$ cat src/rtl/regfile_wb_arbiter.sv
// Two-requester (ALU / MEM) writeback arbiter in front of a register file write port.
// Define WB_RR_EN for round-robin on different-address conflicts; default is fixed MEM priority.
module regfile_wb_arbiter #(
    parameter int unsigned ADDR_W = 5,
    parameter int unsigned DATA_W = 32
) (
    input  logic              CLK,
    input  logic              RST,
    input  logic              ALU_VALID,
    input  logic [ADDR_W-1:0] ALU_ADDR,
    input  logic [DATA_W-1:0] ALU_DATA,
    output logic              ALU_READY,
    input  logic              MEM_VALID,
    input  logic [ADDR_W-1:0] MEM_ADDR,
    input  logic [DATA_W-1:0] MEM_DATA,
    output logic              MEM_READY,
    output logic              WE3,
    output logic [ADDR_W-1:0] A3,
    output logic [DATA_W-1:0] WD3,
    output logic [1:0]        GRANT,
    output logic [7:0]        X0_DROP_CNT
);

    logic              r_alu_full;
    logic [ADDR_W-1:0] r_alu_addr;
    logic [DATA_W-1:0] r_alu_data;
    logic              r_mem_full;
    logic [ADDR_W-1:0] r_mem_addr;
    logic [DATA_W-1:0] r_mem_data;
    logic              r_mem_older;
    logic              r_we3;
    logic [ADDR_W-1:0] r_a3;
    logic [DATA_W-1:0] r_wd3;
    logic [1:0]        r_grant;
    logic [7:0]        r_drop_cnt;
`ifdef WB_RR_EN
    logic              r_rr_mem_next;
`endif

    logic       w_both_full;
    logic       w_conflict;
    logic       w_gnt_alu;
    logic       w_gnt_mem;
    logic       w_alu_acc;
    logic       w_mem_acc;
    logic       w_alu_fill;
    logic       w_mem_fill;
    logic       w_alu_drop;
    logic       w_mem_drop;
    logic [8:0] w_cnt_sum;

    assign w_both_full = r_alu_full && r_mem_full;
    assign w_conflict  = w_both_full && (r_alu_addr != r_mem_addr);

    always_comb begin
        w_gnt_alu = 1'b0;
        w_gnt_mem = 1'b0;
        if (w_both_full) begin
            if (!w_conflict) begin
                // Same destination: the older entry must land first so the newer value wins.
                w_gnt_mem = r_mem_older;
                w_gnt_alu = !r_mem_older;
            end else begin
`ifdef WB_RR_EN
                w_gnt_mem = r_rr_mem_next;
                w_gnt_alu = !r_rr_mem_next;
`else
                w_gnt_mem = 1'b1;
`endif
            end
        end else begin
            w_gnt_alu = r_alu_full;
            w_gnt_mem = r_mem_full;
        end
    end

    assign ALU_READY  = !r_alu_full || w_gnt_alu;
    assign MEM_READY  = !r_mem_full || w_gnt_mem;
    assign w_alu_acc  = ALU_VALID && ALU_READY;
    assign w_mem_acc  = MEM_VALID && MEM_READY;
    assign w_alu_fill = w_alu_acc && (ALU_ADDR != '0);
    assign w_mem_fill = w_mem_acc && (MEM_ADDR != '0);
    assign w_alu_drop = w_alu_acc && (ALU_ADDR == '0);
    assign w_mem_drop = w_mem_acc && (MEM_ADDR == '0);
    assign w_cnt_sum  = {1'b0, r_drop_cnt} + 9'(w_alu_drop) + 9'(w_mem_drop);

    always_ff @(posedge CLK or negedge RST) begin
        if (!RST) begin
            r_alu_full  <= 1'b0;
            r_alu_addr  <= '0;
            r_alu_data  <= '0;
            r_mem_full  <= 1'b0;
            r_mem_addr  <= '0;
            r_mem_data  <= '0;
            r_mem_older <= 1'b0;
        end else begin
            if (w_alu_fill) begin
                r_alu_full <= 1'b1;
                r_alu_addr <= ALU_ADDR;
                r_alu_data <= ALU_DATA;
            end else if (w_gnt_alu) begin
                r_alu_full <= 1'b0;
            end
            if (w_mem_fill) begin
                r_mem_full <= 1'b1;
                r_mem_addr <= MEM_ADDR;
                r_mem_data <= MEM_DATA;
            end else if (w_gnt_mem) begin
                r_mem_full <= 1'b0;
            end
            // A fresh ALU entry is never older than MEM; simultaneous fills also count MEM as older.
            if (w_alu_fill) begin
                r_mem_older <= 1'b1;
            end else if (w_mem_fill) begin
                r_mem_older <= 1'b0;
            end
        end
    end

`ifdef WB_RR_EN
    always_ff @(posedge CLK or negedge RST) begin
        if (!RST) begin
            r_rr_mem_next <= 1'b0;
        end else if (w_conflict) begin
            r_rr_mem_next <= w_gnt_alu;
        end
    end
`endif

    always_ff @(posedge CLK or negedge RST) begin
        if (!RST) begin
            r_we3      <= 1'b0;
            r_a3       <= '0;
            r_wd3      <= '0;
            r_grant    <= '0;
            r_drop_cnt <= '0;
        end else begin
            r_we3   <= w_gnt_alu || w_gnt_mem;
            r_grant <= {w_gnt_mem, w_gnt_alu};
            if (w_gnt_mem) begin
                r_a3  <= r_mem_addr;
                r_wd3 <= r_mem_data;
            end else if (w_gnt_alu) begin
                r_a3  <= r_alu_addr;
                r_wd3 <= r_alu_data;
            end
            r_drop_cnt <= w_cnt_sum[8] ? 8'hFF : w_cnt_sum[7:0];
        end
    end

    assign WE3         = r_we3;
    assign A3          = r_a3;
    assign WD3         = r_wd3;
    assign GRANT       = r_grant;
    assign X0_DROP_CNT = r_drop_cnt;

endmodule

$ cat config.mk
export PLATFORM = sky130hd
export DESIGN_NAME = regfile_wb_arbiter
export DESIGN_NICKNAME = d
export VERILOG_FILES = /design/src/rtl/regfile_wb_arbiter.sv
export SDC_FILE = /design/constraint.sdc
export NUM_CORES = 1
export LEC_CHECK = 0
export BUFFER_PORTS_ARGS = -buffer_cell sky130_fd_sc_hd__buf_2
export CAP_MARGIN = 20
export CORE_MARGIN = 5
export CORE_UTILIZATION = 40
export DETAILED_ROUTE_END_ITERATION = 16
export HOLD_SLACK_MARGIN = 0.03
export SLEW_MARGIN = 0
export SYNTH_ARGS = -nofsm -noshare
export SYNTH_HDL_FRONTEND = slang
export SYNTH_SLANG_ARGS = --single-unit
$ cat constraint.sdc
create_clock -name CLK -period 3.3 [get_ports CLK]
set_input_delay 0.33 -clock CLK [delete_from_list [all_inputs] [get_ports CLK]]
set_output_delay 0.33 -clock CLK [all_outputs]
set_load 0.05 [all_outputs]
==> flow_results.org, run 1 <==
** Timing
- Based on the critical path, the design can be clocked at up to 347 MHz.
- The worst pin sits at a relative slew slack of 40.1%.
- Final clock skew :: 6.19 ps
- Max-slew violations :: 0
- Worst-case hold slack :: 148 ps
- Setup total negative slack on the finished layout was measured at 0 ps.
- After layout, the worst path uses 87.2% of the clock period.
- Final-report setup violation count :: 0
- Unrepaired setup endpoints after global routing :: false
- Period minus WS final :: 2880 ps
- Worst-margin pin slew :: 895 ps
- Number of failing hold endpoints at the final stage :: 0

** Power and ir drop
- In this run the power density over the cells is 720 mW/mm2.
- For this design the static power due to leakage is 3.02 nW.
- The worst-case IR drop observed on VDD is 0.000301 V.

** Global route
- After global routing, the most crowded layer is met2.
- Global-route total usage across every layer :: 16.7%
- Global-route wire length before repair :: 19000 um
- Vias in the first global route :: 3592
- For this run the aggregate overflow at the end of global routing stands at 0.
- Entering global routing, the biggest net connects 72 pins.
- In the global route stage, met2 resource usage came out at 27.4%.
- In the global route stage, met1 resource usage came out at 20.7%.
- The number of antenna violations at the first check in global routing was 0.
- For met3 alone, demand over resource in global routing was 4.93%.

** Worst setup path
- Largest fanout on the critical path :: 5
- By startpoint and endpoint, the worst setup path is classified as flip-flop to flip-flop.
- Worst path most repeated cell :: nand3_1
- On the worst path, the slowest cell contributes a delay of 520 ps.
- Among all stages on the critical path, the largest delay is contributed by nor4_2.
- Cell-by-cell trace of the critical path :: xor2_1 -> nor4_2 -> nand2_1 -> nand3_1 -> nand3_1 -> fa_1 -> inv_1 -> ha_1 -> and3_1 -> nand3_1 -> nor3_1 -> a21oi_1
- CP Data Required Time :: 3590 ps
- Type of element launching the critical path :: flip-flop
- Endpoint kind of the worst setup timing path :: flip-flop
- Data on the critical path arrives at its endpoint at 3170 ps.

** Routing
- Once detail routing completed, the nets flagged for antenna violations numbered 0.
- Count of routing violations after the opening detailed-route iteration :: 123
- DRC :: 0
- The final layout contains routed wiring with a total length of 11800 um.
- Vias per inst :: 5.08
- Detailed routing inserted a total of 3430 vias.
- Count of TritonRoute iterations in the first routing pass :: 5
- Average detailed-routed wire length per instance :: 17.4 um

** Yosys
- The top cell type by area accounts for 62.0% of the synthesized area.
- Share of flip-flops with an asynchronous set or reset :: 100%
- Most area-hungry cell type in the Yosys netlist :: dfrtp_1
- Portion of the post-synthesis area used by sequential elements :: 62.0%
- Netlist area before placement :: 0.00505 mm2
- Dominant cells by area after synthesis :: dfrtp_1, mux2_2, a221o_1
- In this run, distinct cell masters in the synthesized netlist total 32.
- Yosys mapped a number of flops with a built-in enable equal to 0.
- After technology mapping, the gate count stands at 355.
- Per-instance average area after synthesis :: 14.2 um2
- Count of yosys warnings during synthesis :: 0
- After synthesis the netlist holds a flip-flop and latch count of 125.
- Post-synth top flop :: dfrtp_1
- When the netlist entered floorplanning its net count stood at 435.

** Cells and area
- Final Net Count :: 571
- Post-route cell area :: 0.00645 mm2
- Number of antenna cells inserted :: 0
- In the final layout, the share of cells above drive strength 1 is 47.1%.
- From synthesis to final layout, the design area changed by 27.9%.

** Outcome
- The flow ran to the end, and the final reports show no timing, DRC or antenna violations.

** Clock tree
- The H-tree was split into 4 levels.
- Maximum buffer depth of the clock tree :: 2
- Post-CTS timing repair inserted 0 buffers for setup.
- Clock transition at the registers of the reported paths :: 50 ps
- Number of CTS-inserted buffers :: 17
- The tree built by TritonCTS fans out to 125 sinks.
- Count of cells resized by post-cts repair :: 0
- The clock reaches the later pin of the worst-skew pair after 410 ps.
- Cell chosen for the clock root :: clkbuf_16
- The number of hold buffers added after CTS was 1.
- TritonCTS built the clock tree.

** Placement
- Count of input and output buffers :: 127
- Summing all placed instances gives a cell area of 0.00589 mm2.
- Summed over all nets, the half-perimeter wirelength after detailed placement is 7900 um.
- At the end of routability-driven placement, the weighted congestion stood at 0.805.

** Floorplanning
- Die boundary width :: 122 um
- The floorplan has 41 rows.
- The floorplan step set the die height to 122 um.
- DIE AREA :: 0.0150 mm2
- For this configuration, the core starts out at a cell density of 40.3%.
- The core region is 0.0125 mm2.
- IO Pins :: 128

** Min path
- Worst min-delay path category :: input port to flip-flop

** Job
- Across the run, the number of max-cap violations was 0.
-- worst paths after layout --
check                          startpoint        endpoint  slack [ps]  cells after the start
max in group asynchronous             RST  r_alu_data[23]        1960                      3
setup / recovery            r_mem_addr[0]  X0_DROP_CNT[6]         420                     12
hold / removal                ALU_DATA[5]   r_alu_data[5]         150                      2
min in group asynchronous             RST  X0_DROP_CNT[1]         500                      2
hold reg to reg            r_mem_data[31]         WD3[31]         480                      1
setup reg to reg            r_mem_addr[0]  X0_DROP_CNT[6]         420                     12
-- synth_stat cells (4+ instances only) --
master	number
a32o_1	4
buf_2	7
a221o_1	36
mux2_2	69
nor2_1	5
inv_1	6
nand2_1	10
dfrtp_1	125
nand3_1	9
xor2_1	6
and2_1	37
clkbuf_1	9
-- through the flow --
step	power (W)	std cells	util, %	setup WS (ps)
CTS	0.00471	675	51.5	411
finish	0.00465	675	51.5	422
floorplan	0.00263	355	-	145
global placement	0.00292	643	47.1	476
global route	0.00486	675	51.5	165
detailed placement	0.00294	643	47.1	417
-- registers in the layout, indices dropped and copies added, names as in the netlist --
| name | count |
|---|---|
| r_mem_full | 1 |
| WE3 | 1 |
| A3 | 5 |
| GRANT | 2 |
| r_mem_older | 1 |
| r_mem_addr | 5 |
| X0_DROP_CNT | 8 |
| r_alu_full | 1 |
| r_mem_data | 32 |
| r_alu_addr | 5 |
| WD3 | 32 |
| r_alu_data | 32 |
-- metal layers --
metal,vias up,wire [um]
li1,1575,-
met1,1748,5030
met2,90,5920
met3,17,601
met4,0,223
met5,-,0
-- layout by cell type, fill, tap and decap left out, types with 6 or more instances in the layout --
cell type	n
a221o_1	36
and2_1	36
buf_2	126
buf_4	8
clkbuf_16	17
dfrtp_1	125
inv_1	6
mux2_2	69
nand2_1	10
nand3_1	9
xor2_1	6
-- cell type report --
type	instances	area [um2]
multi-input combinational	205	1820
clock inverter	8	92.6
tap	172	215
clock buffer	23	458
timing repair buffer	136	721
fill	1149	6060
sequential	125	3130
inverter	6	22.5
-- cells by family after synthesis --
group | count (synthesis) | synth area share, %
AO/OA/AOI/OAI | 53 | 9.84
multiplexers | 71 | 15.8
flip-flops | 125 | 62.0
buffers and inverters | 25 | 2.48
AND/OR/NAND/NOR | 73 | 8.18
adder cells (fa/ha/maj) | 2 | 0.645
XOR/XNOR | 6 | 1.04
-- where the power goes --
part	switching (W)	total, W	internal [W]
Combinational	0.000641	0.000980	0.000339
Clock	0.000629	0.00175	0.00112
Sequential	0.000143	0.00192	0.00178
-- critical path, delay by kind of cell, from the launching register on --
kind / cells / cell delay [ps]
fa+ha+maj: 2 / 600
xor+xnor: 1 / 180
buf+inv: 1 / 80
flops: 1 / 400
simple gates: 7 / 1440
compound gates: 1 / 60
(Power assumes the default switching activity.)
==> run 2: changes to the inputs <==
--- a/config.mk
+++ b/config.mk
@@ -5,6 +5,7 @@
 export SDC_FILE = /design/constraint.sdc
 export NUM_CORES = 1
 export LEC_CHECK = 0
+export ABC_AREA = 1
 export BUFFER_PORTS_ARGS = -buffer_cell sky130_fd_sc_hd__buf_2
 export CAP_MARGIN = 20
 export CORE_MARGIN = 5
==> constraint.sdc (replaced) <==
create_clock -name CLK -period 3.3 [get_ports CLK]
set_input_delay 0.33 -clock CLK [delete_from_list [all_inputs] [get_ports CLK]]
set_output_delay 0.33 -clock CLK [all_outputs]
set_load 0.02 [all_outputs]
==> run 2 against run 1 <==
Net effect:
- clock skew about the same
- hold slack better by 20 ps
- clock power down 6%
- design area up 3.7%
- via count up 33%
- global-route usage up 1.5 points
- critical path type unchanged
- largest power group unchanged
- highest routed layer unchanged
==> flow_results.org, run 2 <==
** Placement
- DP Wirelength :: 9340 um
- Number of instances in the placed design :: 901
- During placement, the flow inserted port buffers numbering 127.
- The congestion estimate from routability-driven global placement came to 0.913.
- Summing all placed instances gives a cell area of 0.00616 mm2.

** Timing
- Final clock skew :: 5.91 ps
- Setup violations remaining at the end of the flow were counted as 0.
- Final worst path period share :: 77.9%
- Counting I/O delays and the setup requirement, the final critical path takes 2570 ps.
- The max-slew violation total from the final report is 0.
- For the pin with the worst max-slew slack, the measured transition is 713 ps.
- Max-Slew Margin vs Limit :: 52.4%
- Final hold analysis gives a worst-case slack of 168 ps.
- Unrepaired setup endpoints after global routing :: false
- The hold violation total from the final report was 0.
- Setup Total Neg Slack :: 0 ps
- Achievable clock frequency :: 389 MHz

** Yosys
- Post-Syn Nets :: 706
- Per-instance average area after synthesis :: 8.63 um2
- Yosys attributes the largest share of cell area to dfrtp_1, nand2_1, nand3_1.
- Multiplexer share of the synthesized area :: 0%
- Portion of the post-synthesis area used by sequential elements :: 57.9%
- Netlist area before placement :: 0.00540 mm2
- Number of register bits inferred by synthesis :: 125
- Most area-hungry cell type in the Yosys netlist :: dfrtp_1
- By area, the combinational part of the netlist is dominated by simple AND/OR/NAND/NOR gates.
- By instance count, the leading cell after synthesis is nand2_1.
- Synth Area in Compound Gates :: 3.70%
- Number of unique standard cell types used by synthesis :: 21
- After synthesis, the share of flip-flops with an asynchronous set or reset is 100%.
- Adder-Cell Fraction of Synth Area :: 0.602%
- Synthesized instance count :: 626
- The synthesized netlist devotes 0% of its cell area to XOR and XNOR gates.
- Sorting the synthesized cells by how often they occur yields nand2_1, dfrtp_1, nand3_1, inv_1, nand4_1.
- Post-synth top flop :: dfrtp_1
- Summing the areas of all and, or, nand and nor instances in the mapped netlist gives 29.9% of the synthesized area.
- In this run the biggest area consumer among cell types represents 57.9% of the synthesized area.
- For this run, the number of Yosys warnings is 0.
- Counting flops with a built-in enable in the synthesized netlist gives 0.

** Floorplanning
- For this configuration, the core starts out at a cell density of 40.8%.
- The floorplan step set the die width to 126 um.
- Die Ht :: 126 um
- The floorplan step defined a core boundary enclosing 0.0132 mm2.
- Pin placement for this block handled 128 I/O pins.
- Row generation in the floorplan step produced 42 rows.
- DIE AREA :: 0.0159 mm2

** Min path
- Worst min-delay path category :: input port to flip-flop
- The worst hold path passes through 3 cells.

** Worst setup path
- The critical path in this run is classified as flip-flop to flip-flop.
- CP Data Required Time :: 3620 ps
- Largest fanout on the critical path :: 8
- Path depth of the worst reg2reg path :: 14
- For the worst setup path, the data arrival time is 2890 ps.
- STA classifies the critical path endpoint as a flip-flop.
- STA classifies the critical path startpoint as a flip-flop.

** Power and ir drop
- Switching Fraction :: 29.5%
- Internal power comes to 0.00311 W.
- Across the VDD grid, the largest voltage drop is 0.000330 V.
- Clock network fraction of design power :: 37.3%
- Static Leakage :: 3.58 nW
- Fraction of power consumed by sequential logic :: 44.1%
- The share of total power dissipated in combinational logic is 18.6%.
- Sw Pwr :: 0.00130 W
- Power spread over the standard cell area amounts to 659 mW/mm2.

** Cells and area
- For this run, the share of the core covered by cells in the final layout is 50.5%.
- Area grow syn2layout :: 23.8%
- Most common cell after layout, fill and taps aside :: nand2_1
- Layout cell share with drive strength beyond 1 :: 22.8%
- Layout fillers :: 1323
- The top cell types in the final layout, fill and taps aside, are nand2_1, buf_2, dfrtp_1.
- Summing all flip-flop and latch instances after layout gives 0.00313 mm2.
- In the final design database the tool counted 825 nets.
- The number of antenna diodes in the final layout is 0.
- The multi-input combinational cells in the finished layout cover a total of 0.00186 mm2.
- Finished Layout Cells :: 931
- Post-route cell area :: 0.00669 mm2

** Global route
- Entering global routing, the biggest net connects 50 pins.
- The number of global-route vias before repair came to 4601.
- Global routing used 18.3% of the available tracks.
- Global-route wire length before repair :: 23300 um
- Antenna violations before repair :: 0
- Final global-route overflow total :: 0

** Clock tree
- The H-tree generated during clock tree synthesis spans 4 levels.
- Cell chosen for the clock root :: clkbuf_16
- Counting along the longest clock path gives a buffer depth of 2.
- For this design, the sink count on the clock tree is 125.
- Clk_lat worst skew :: 410 ps
- Clock tree from TritonCTS :: done
- Post-CTS repair changed the size of 0 cells.
- In this run, CTS created clock tree buffers numbering 17.
- After clock tree synthesis, the clock-pin slew on the worst setup and hold paths is 50 ps.

** Routing
- Count of routing violations after the opening detailed-route iteration :: 330
- After detailed routing, the total wire length is 13900 um.
- In the routed design, unresolved DRC markers number 0.
- Dividing the detail-routed wire length by the instance count gives 14.9 um.
- Before antenna repair, the detailed router went through 5 iterations.
- Vias per inst :: 4.88
- Number of nets with antenna violations after routing :: 0
- The routed layout has 4546 vias.

** Job
- Max-cap viol count :: 0

** Outcome
- Status :: finished clean
[run 2: path summary, 6_finish.rpt]
path	startpoint	slack [ps]	endpoint
setup / recovery	r_mem_full	730	X0_DROP_CNT[2]
hold / removal	MEM_DATA[9]	170	r_mem_data[9]
setup reg to reg	r_mem_full	730	X0_DROP_CNT[2]
hold reg to reg	r_alu_data[25]	470	r_alu_data[25]
max in group asynchronous	RST	1970	WD3[25]
min in group asynchronous	RST	480	X0_DROP_CNT[6]
[run 2: worst max-delay path, cell delays in order (launching register included)]
cell,delay (ps)
dfrtp_1,420
nand2_1,110
inv_2,90
nand2_1,60
nor2_2,130
nand3_4,140
nand2_2,90
nand4_1,90
fa_1,370
inv_1,80
ha_1,180
nand2_1,110
nor3_1,250
nand3_1,230
o21ai_0,140
[run 2: power by group through the flow]
stage / Clock (W) / Combinational, W / Sequential (W)
floorplan: 0 / 0.000383 / 0.00208
global placement: 0 / 0.000820 / 0.00196
detailed placement: 0 / 0.000836 / 0.00196
CTS: 0.00169 / 0.000841 / 0.00194
global route: 0.00177 / 0.000928 / 0.00198
finish: 0.00165 / 0.000822 / 0.00194
[run 2: area by class of cell]
| cell class | count | share of cell area (%) |
|---|---|---|
| Tap cell | 176 | 3.29 |
| Clock buffer | 28 | 7.72 |
| Multi-Input combinational cell | 405 | 27.9 |
| Sequential cell | 125 | 46.7 |
| Inverter | 57 | 3.20 |
| Timing Repair Buffer | 139 | 11.1 |
| Clock inverter | 1 | 0.0748 |
[run 2: metal layers]
metal | track usage, % | wire, um | vias to the layer above
li1 | - | - | 2257
met1 | 24.1 | 6310 | 2135
met2 | 28.8 | 6520 | 129
met3 | 4.49 | 696 | 25
met4 | 7.89 | 327 | 0
met5 | 0 | 0 | -
[run 2: kinds of logic after synthesis]
kind of cell / count (synthesis)
flip-flops: 125
AND/OR/NAND/NOR: 363
AO/OA/AOI/OAI: 40
buffers and inverters: 96
adder cells (fa/ha/maj): 2
[run 2: timing repair]
action | 4_1_cts | 5_1_grt
endpoints found under the hold margin | 42 | 0
buffers inserted | 0 | 0
hold buffers | 1 | 0
[run 2: per-stage QoR]
step | total power, W | worst slack, ps
5_1_grt | 0.00467 | 487
2_1_floorplan | 0.00247 | 792
4_1_cts | 0.00448 | 729
6_report | 0.00441 | 728
3_3_place_gp | 0.00278 | 854
3_5_place_dp | 0.00280 | 739
==> run 3: changes to the inputs <==
==> constraint.sdc (replaced) <==
create_clock -name CLK -period 2.1 [get_ports CLK]
set_input_delay 0.21 -clock CLK [delete_from_list [all_inputs] [get_ports CLK]]
set_output_delay 0.21 -clock CLK [all_outputs]
set_load 0.02 [all_outputs]
==> run 3 against run 2 <==
Net effect:
- cell count rose by 3.5%
- sequential power increased by 58%
- total power rose by 70%
- largest power group unchanged
- design area rose by 7.6%
- the run now ends with negative setup slack left
- fmax increased by 18%
==> flow_results.org, run 3 (synthesized netlist as in run 2, its figures left out) <==
** Timing
- Final-report setup violation count :: 7
- The hold violation total from the final report is 0.
- Max-Slew Margin vs Limit :: 53.0%
- Final setup margin :: -76.5 ps
- Across the routed clock network, the largest skew measured is 10.3 ps.
- The worst path uses 104% of the clock period.
- Period minus WS final :: 2180 ps
- Worst-margin pin slew :: 705 ps
- Max-slew violations :: 0
- Achievable clock frequency :: 459 MHz
- Setup repair after global routing could not meet its margin everywhere.

** Global route
- Pin count of the biggest net entering global routing :: 126
- Global routing used 19.0% of the available tracks across all layers.
- The number of antenna violations at the first check in global routing came to 1.
- The number of global-route vias before repair was 4761.
- The first global-routing pass estimated 24000 um of wire.
- After global routing the overflow that remains totals 0.

** Cells and area
- The count of cells in the finished layout, fillers not included, comes to 964.
- The library cells used most frequently in the layout, excluding fill and tap cells, are nand2_1, buf_2, dfrtp_1.
- For this run, the share of the core covered by cells in the final layout is 54.4%.
- In the final design database the tool counted 856 nets.
- 0 antenna diodes ended up in the layout.
- The area growth from synthesis to layout is 33.2%.
- Most common cell after layout, fill and taps aside :: nand2_1
- Layout cell share with drive strength beyond 1 :: 28.7%

** Floorplanning
- Standard-cell row count :: 42
- From left edge to right edge, the die measures 126 um.
- The total area inside the core boundary comes to 0.0132 mm2.
- 128 I/O pins were placed.
- DIE AREA :: 0.0159 mm2
- Initial cell density of the core :: 40.8%
- Measured along the y axis, the die boundary spans 126 um.

** Placement
- Number of instances in the placed design :: 908
- DP Wirelength :: 9380 um
- Post-Place Setup Slack :: -98.2 ps
- The congestion estimate from routability-driven global placement came to 0.864.
- Input and output buffers added on the ports amount to 127.

** Outcome
- The run finished, with violations left.
- Violations in the final reports :: negative setup slack

** Worst setup path
- Cell-by-cell trace of the critical path :: inv_1 -> nand2_2 -> nand2_2 -> nor2_4 -> nand3_4 -> nand2_4 -> nand4_1 -> fa_2 -> inv_2 -> ha_4 -> nand2_4 -> o21ai_0 -> nand3_1
- The critical path in this run is classified as flip-flop to flip-flop.
- Endpoint kind of the worst setup timing path :: flip-flop
- Slowest cell on crit path :: dfrtp_1
- Maximum cell stage delay along the critical path :: 400 ps
- Broken down by cell family, the worst path's largest delay share belongs to simple AND/OR/NAND/NOR gates.
- STA classifies the critical path startpoint as a flip-flop.
- For the worst setup path, the data required time is 2380 ps.
- The number of buffers and inverters on the critical path is 2.
- Largest fanout on the critical path :: 4
- For the worst setup path, the data arrival time is 2460 ps.

** Clock tree
- Clock-pin slew was measured on the worst setup and hold paths at 60 ps.
- Clock Sink Count :: 125
- CTS placed an instance of clkbuf_16 at the clock tree root.
- The clock passes through at most 2 buffers.
- Clock tree from TritonCTS :: done
- Number of CTS-inserted buffers :: 17
- The H-tree was split into 4 levels.
- Clk_lat worst skew :: 410 ps

** Power and ir drop
- The share of total power dissipated in sequential elements is 40.6%.
- Combinational Power Share :: 19.7%
- Clock network fraction of design power :: 39.7%
- Pwr/cell area :: 1040 mW/mm2
- Net switching is 29.1% of the power.
- The analysis attributes to cell leakage a power of 3.83 nW.
- Summed over all nets, the switching power comes to 0.00219 W.
- Overall power of the completed layout :: 0.00752 W
- Maximum vdd ir drop :: 0.000489 V
- Cell internal power was estimated by the tool at 0.00533 W.

** Routing
- After detailed routing, the number of remaining DRC violations is 0.
- For this run, the detailed router's first-pass iteration total came to 5.
- In the final routed layout, each cell accounts on average for 15.6 um.
- In this run, the number of DRC markers left after iteration 0 of detailed routing was 321.
- For this block, the via count after detailed routing is 4839.
- Wires add up to 15100 um.
- Vias per inst :: 5.02
- The detail route stage leaves a number of antenna-violating nets equal to 0.

** Job
- Max-cap viol count :: 0

** Min path
- Worst min-delay path category :: input port to flip-flop
==> run 3: path summary, 6_finish.rpt <==
kind,startpoint,endpoint,slack [ps],cells after the start
setup reg to reg,r_mem_addr[4],X0_DROP_CNT[4],-80,13
setup / recovery,r_mem_addr[4],X0_DROP_CNT[4],-80,13
max in group asynchronous,RST,r_alu_data[21],1130,3
min in group asynchronous,RST,X0_DROP_CNT[4],420,3
hold / removal,MEM_DATA[6],r_mem_data[6],50,3
hold reg to reg,r_alu_data[5],r_alu_data[5],470,2
==> run 3: routing by layer <==
metal / track usage, % / vias up / part of all wire, %
met5: 0 / - / 0.046
met4: 8.33 / 2 / 2.3
met3: 4.19 / 28 / 4.9
met2: 30.9 / 144 / 50
met1: 24.4 / 2332 / 43
li1: - / 2333 / -
==> run 3: power groups by stage <==
stage | Sequential [W] | Combinational (W) | Clock [W]
3_3_place_gp | 0.00307 | 0.00134 | 0
5_1_grt | 0.00311 | 0.00164 | 0.00314
2_1_floorplan | 0.00328 | 0.000612 | 0
4_1_cts | 0.00305 | 0.00141 | 0.00304
3_5_place_dp | 0.00309 | 0.00136 | 0
6_report | 0.00306 | 0.00148 | 0.00298
==> run 3: timing repair <==
item	CTS	global route
pin swaps	4	7
gates cloned	0	1
gates resized for setup	4	29
hold endpoints to repair	134	0
buffers inserted	7	7
setup endpoints to repair	8	46
hold buffers	10	0
==> run 3: area by class of cell <==
cell class	instances	area [um2]
fillers	1249	6040
flip-flops and latches	125	3130
multi-input cells	405	1990
repair buffers	170	1040
clock buffers	25	495
well taps	176	220
inverters	57	216
clock inverters	6	108
==> run 3: metrics by stage <==
stage	instance area (um2)	setup TNS [ps]	hold slack (ps)
floorplan	5450	-643	-85.6
global placement	6270	0	370
detailed placement	6270	-454	373
CTS	7040	-369	30.0
global route	7200	-1380	40.1
finish	7200	-381	45.4
==> run 3: worst min-delay path: stages <==
cell,delay [ps]
buf_2,90
inv_1,30
o21ai_0,70
